==> config.mk <==
export PLATFORM = sky130hd
export DESIGN_NAME = crc_decode_controller
export DESIGN_NICKNAME = d
export VERILOG_FILES = /design/src/rtl/crc_decode_controller.sv
export SDC_FILE = /design/constraint.sdc
export NUM_CORES = 1
export LEC_CHECK = 0
export CELL_PAD_IN_SITES_DETAIL_PLACEMENT = 0
export CELL_PAD_IN_SITES_GLOBAL_PLACEMENT = 2
export CORE_UTILIZATION = 29
export CTS_BUF_LIST = sky130_fd_sc_hd__clkbuf_4
export DETAILED_ROUTE_END_ITERATION = 16
export MAX_ROUTING_LAYER = met4
export PLACE_DENSITY_LB_ADDON = 0.05
export SKIP_CTS_REPAIR_TIMING = 1
export SLEW_MARGIN = 20
export SYNTH_ARGS = -nofsm -noshare
export SYNTH_HDL_FRONTEND = slang
export SYNTH_SLANG_ARGS = --single-unit
==> constraint.sdc <==
create_clock -name clk -period 3.5 [get_ports clk]
set_input_delay 0.7 -clock clk [delete_from_list [all_inputs] [get_ports clk]]
set_output_delay 0.7 -clock clk [all_outputs]
set_load 0.01 [all_outputs]
==> src/rtl/crc_decode_controller.sv <==
// Sequencer for a serial CRC-4 decoder: accepts one codeword, steps the decoder
// through load/shift/complete, then holds the captured result for the consumer.
module crc_decode_controller #(
   parameter int unsigned CODE_WIDTH    = 12,
   parameter int unsigned DATA_WIDTH    = 8,
   parameter int unsigned ERR_CNT_WIDTH = 8
) (
   input  logic                     clk,
   input  logic                     rst,
   input  logic                     in_valid,
   output logic                     in_ready,
   input  logic [CODE_WIDTH-1:0]    in_code,
   output logic [CODE_WIDTH-1:0]    dec_encoded_data,
   output logic                     dec_load,
   output logic                     dec_shift_en,
   output logic                     dec_processing_complete,
   input  logic [DATA_WIDTH-1:0]    dec_decoded_data,
   input  logic                     dec_error_detected,
   output logic                     out_valid,
   input  logic                     out_ready,
   output logic [DATA_WIDTH-1:0]    out_data,
   output logic                     out_error,
   output logic                     busy,
   output logic [ERR_CNT_WIDTH-1:0] err_count,
   input  logic                     err_clr
);

   localparam int unsigned CNT_W = (CODE_WIDTH > 1) ? $clog2(CODE_WIDTH) : 1;
   localparam logic [CNT_W-1:0]         CNT_LAST = CNT_W'(CODE_WIDTH - 1);
   localparam logic [ERR_CNT_WIDTH-1:0] ERR_MAX  = '1;

   typedef enum logic [2:0] {
      IDLE,
      LOAD,
      SHIFT,
      CHECK,
      DONE
   } state_t;

   state_t           state;
   state_t           state_n;
   logic [CNT_W-1:0] cnt;
   logic [CNT_W-1:0] cnt_n;
   logic             accept;

   assign accept = (state == IDLE) && in_valid && in_ready;

   // Next-state and shift-count logic
   always_comb begin
      state_n = state;
      cnt_n   = cnt;
      case (state)
         IDLE: begin
            if (accept) state_n = LOAD;
         end
         LOAD: begin
            cnt_n   = '0;
            state_n = SHIFT;
         end
         SHIFT: begin
            if (cnt == CNT_LAST) state_n = CHECK;
            else                 cnt_n   = cnt + CNT_W'(1);
         end
         CHECK: begin
            state_n = DONE;
         end
         DONE: begin
            if (out_ready) state_n = IDLE;
         end
         default: begin
            state_n = IDLE;
            cnt_n   = '0;
         end
      endcase
   end

   // State register; strobes are registered from the next state so they align with it
   always_ff @(posedge clk) begin
      if (rst) begin
         state                   <= IDLE;
         cnt                     <= '0;
         in_ready                <= 1'b0;
         dec_load                <= 1'b0;
         dec_shift_en            <= 1'b0;
         dec_processing_complete <= 1'b0;
         out_valid               <= 1'b0;
         busy                    <= 1'b0;
      end else begin
         state                   <= state_n;
         cnt                     <= cnt_n;
         in_ready                <= (state_n == IDLE);
         dec_load                <= (state_n == LOAD);
         dec_shift_en            <= (state_n == SHIFT);
         dec_processing_complete <= (state_n == CHECK);
         out_valid               <= (state_n == DONE);
         busy                    <= (state_n != IDLE);
      end
   end

   // Codeword capture, result capture and saturating error count
   always_ff @(posedge clk) begin
      if (rst) begin
         dec_encoded_data <= '0;
         out_data         <= '0;
         out_error        <= 1'b0;
         err_count        <= '0;
      end else begin
         if (accept) dec_encoded_data <= in_code;
         if (state == CHECK) begin
            out_data  <= dec_decoded_data;
            out_error <= dec_error_detected;
         end
         if (err_clr) begin
            err_count <= '0;
         end else if ((state == CHECK) && dec_error_detected && (err_count != ERR_MAX)) begin
            err_count <= err_count + ERR_CNT_WIDTH'(1);
         end
      end
   end

endmodule

== Word level (Yosys, flattened, before mapping) ==
Index checks and enable logic that the tools add are counted.

* Output and inout port bits: 35
* Word-level logic and storage cells: 42
* Register bits after elaboration: 42
* Bits of input ports: 26

* Muxes and demuxes: 6
* Equal/unequal tests: 11
* Bitwise logic cells: 1
* Reductions and logical operators: 10
* $add $sub $neg: 2

{| class="wikitable"
|+ Operators by type and width
! kind !! number
|-
| 3-bit one-hot mux with 5 select lines || 1
|-
| 3-bit by 2-bit equality test with 1-bit output (second input constant) || 4
|-
| 3-bit 2-to-1 mux || 3
|-
| 8-bit by 1-bit adder with 8-bit output (second input constant) || 1
|-
| 8-bit inequality test (second input constant) || 1
|-
| 4-bit one-hot mux with 2 select lines || 1
|-
| 3-bit by 1-bit equality test with 1-bit output (second input constant) || 2
|-
| 3-bit equality test (second input constant) || 2
|-
| 3-bit logical NOT || 2
|-
| 4-bit by 1-bit adder with 4-bit output (second input constant) || 1
|-
| 4-bit equality test (second input constant) || 1
|-
| 1-bit logical AND || 4
|-
| 4-bit 2-to-1 mux || 1
|-
| 3-bit nonzero test || 1
|-
| 3-bit OR reduction || 1
|-
| 2-bit inequality test (second input constant) || 1
|-
| 2-bit AND reduction || 1
|-
| 2-bit OR reduction || 1
|-
| 1-bit NOT || 1
|}

== Logic depth before layout (Yosys ltp) ==
* Depth after elaboration: 6
* Gate-level depth with buffers: 6
* Depth with buffers taken out: 5

== Worst setup path before layout ==
No wires, ideal clock.

* Path kind: input-to-reg
* Start point: in dec_error_detected
* End point: reg err_count[3]
* Data required time: 3.377 ns
* Library setup time: 0.123 ns
* Arrival time: 1.556 ns
* Path buffers: 0
* Cell stages on the path: 4
* Path slack: 1.820 ns
* Cell sequence: nand4b_4 or2_1 a31oi_2 mux2_1

* Word-level cells in the longest chain between the ends: 2

{| class="wikitable"
|+ RTL lines
! item !! RTL line !! RTL
|-
| start, declared || 18 || <nowiki>input logic dec_error_detected,</nowiki>
|-
| 1-bit logical AND (2 in series) || 115 || <nowiki>end else if ((state == CHECK) && dec_error_detected && (err_count != ERR_MAX)) begin</nowiki>
|-
| end signal, assigned || 116 || <nowiki>err_count <= err_count + ERR_CNT_WIDTH'(1);</nowiki>
|-
| end, declared || 24 || <nowiki>output logic [ERR_CNT_WIDTH-1:0] err_count,</nowiki>
|}

Every way passes these cells.
A chain may end at the register's enable or synchronous reset.

== Worst setup path after layout ==
* Start point: reg err_count[7]
* End point: out err_count[7]

No word-level cell between the ends.

==> flow_summary.yaml <==
outcome:
  status: "finished, final reports clean"
clock_network:
  clock_sinks: 42
  cts_made_buffers: 5
  cts_tree: "built"
  ctsHtreeMaxLevel: 2
  cts_root_buf: "clkbuf_4"
  path_clk_slew_ns: 0.13
  clockBufferDepth: 2
  clkLatencyLatePin_ns: 0.34
critical_path:
  path_max_fanout: 8
  crit_path_start_kind: "flop"
  slowest_delay_ns: 0.60
  endpoint_kind: "primary output"
  path_cells: "clkdlybuf4s50_1"
  crit_type: "flop to primary output"
  slowest_stage: "clkdlybuf4s50_1"
  r2r-end: "err_count[3]"
  path_delay_family: "buffers and inverters"
  r2r_cells: 4
  r2r_start: "state[1]"
  reg2reg_slack_ns: 1.62
  cp.required_ns: 2.80
  worstPathArrival_ns: 1.45
  worst-path-buf-inv: 1
drt:
  remaining_drc_errors: 0
  routed_via_density: 4.79
  drtAntennaViolNets: 0
  wire_per_inst_um: 12.9
  vias: 1543
  wl_um: 4170
  drtIter0Drc: 58
  dr.pass1.iters: 4
synth:
  async_reset_ff_frac: 0
  yosysUniqueCellTypes: 44
  synth_cells: 192
  synth_seq_cells: 42
  syn_area_mm2: 0.00175
  synth_nets: 220
  synth_ff_type: "dfxtp_1"
  synth_warnings: 0
  synth_edf_count: 0
  synth.avg_cell_area_um2: 9.10
  yosysSeqAreaShare: 0.481
final_layout:
  finish.utilization: 0.436
  layout.nets: 277
  layout_common_cells: "60 x clkdlybuf4s50_1, 42 x dfxtp_1, 27 x nand2_1"
  design_area_mm2: 0.00246
  area_growth_pct: 40.8
  drive_gt1_frac: 0.0760
  mostFrequentLayoutCell: "clkdlybuf4s50_1"
  fin_cells: 322
  diodes: 0
die:
  start_util: 0.310
  die_h_um: 79.6
  coreArea_mm2: 0.00564
  die_w_um: 79.6
  ioPinCount: 61
  die-area_mm2: 0.00634
  row_count: 27
grt:
  grt_start_max_net_pins: 33
  antenna_found_initial: 0
  grt_overflow: 0
  gr-usage-all-layers: 0.143
  grt_pass1_wl_um: 6840
  grt_pass1_vias: 1543
hold_path:
  whs_endpoint: "dec_encoded_data[5]"
  worstHoldPathCells: 2
  hold_path.class: "flop to flop"
  worstHoldStart: "dec_encoded_data[5]"
sta:
  fmax_mhz: 465
  whs_ns: 0.469
  drv_slew: 0
  finalHoldViolCount: 0
  fin_crit_ns: 2.15
  tightest_slew_ns: 0.662
  fin_setup_tns_ns: 0
  slew_headroom: 0.557
  rsz0062_at_grt: "no"
  finalCritPeriodShare: 0.614
  setup_ws_ns: 1.35
  fin_worst_skew_ns: 0.00910
  finalSetupViolCount: 0
power:
  power_leakage_nw: 0.941
  irDropWorstVdd_v: 0.000161
  p_per_area_mw_per_mm2: 371
  p_total_uw: 914
placement:
  dp.final_hpwl_um: 2980
  dpl-instance-area_mm2: 0.00238
  pre_cts_slack_ns: 1.18
  gp_congestion: 0.822
  dp.cells: 314
  io_buffers: 60
run:
  maxCapViolCount: 0
==> cells in the mapped netlist, types with 2 or more instances <==
master	number	area (um2)
a21oi_1	24	120
buf_2	4	20.0
buf_6	3	33.8
clkbuf_1	4	15.0
dfxtp_1	42	841
ha_1	2	25.0
inv_1	2	7.51
mux2i_1	10	100
nand2_1	27	101
nand3_1	3	15.0
nand3b_1	2	15.0
nand4_1	2	12.5
nor2_1	23	86.3
nor3_1	6	30.0
nor3b_1	3	22.5
o21ai_0	4	20.0
xnor2_1	2	17.5
xor2_1	3	26.3
==> power breakdown <==
| part | switching [mW] | leakage, nW | internal [mW] |
|---|---|---|---|
| Clock | 0.157 | 0.0450 | 0.148 |
| Sequential | 0.0129 | 0.340 | 0.492 |
| Combinational | 0.0432 | 0.556 | 0.0612 |
==> cell type report <==
cell class                 instances  area [um2]
fill                             559        3180
sequential                        42         841
multi-input combinational        136         830
timing repair buffer              62         616
tap                               72        90.1
clock inverter                     3        40.0
clock buffer                       5        37.5
inverter                           2        7.51
==> metal layers <==
layer	global-route usage	vias up	share of wire
li1	-	778	-
met1	0.155	715	0.43
met2	0.250	46	0.50
met3	0.0411	4	0.056
met4	0.0436	0	0.010
met5	-	-	0
==> logic make-up (layout without fill, tap and decap cells) <==
group | Yosys count | in the layout | synth area share
AO/OA/AOI/OAI | 38 | 38 | 0.133
XOR/XNOR | 5 | 5 | 0.0251
adder cells (fa/ha/maj) | 2 | 2 | 0.0143
buffers and inverters | 14 | 72 | 0.0480
flip-flops | 42 | 42 | 0.481
multiplexers | 11 | 11 | 0.0637
AND/OR/NAND/NOR | 80 | 80 | 0.235
==> state kept, by name, summed over array words and instances, names as in the netlist <==
signal / count
busy: 1
cnt: 4
dec_encoded_data: 12
dec_load: 1
dec_processing_complete: 1
dec_shift_en: 1
err_count: 8
in_ready: 1
out_data: 8
out_error: 1
out_valid: 1
state: 3
==> worst max-delay path by stage <==
| stage | endpoint | cells past startpoint | slack, ns | startpoint |
|---|---|---|---|---|
| after CTS | err_count[7] | 1 | 1.31 | err_count[7] |
| after floorplan | err_count[3] | 4 | 1.82 | dec_error_detected |
| after global placement | err_count[3] | 5 | 1.22 | dec_error_detected |
| after global routing | err_count[7] | 1 | 1.26 | err_count[7] |
| after detailed placement | err_count[3] | 5 | 1.18 | dec_error_detected |
| final | err_count[7] | 1 | 1.35 | err_count[7] |
Note: power is estimated with default switching activity, not from simulation.
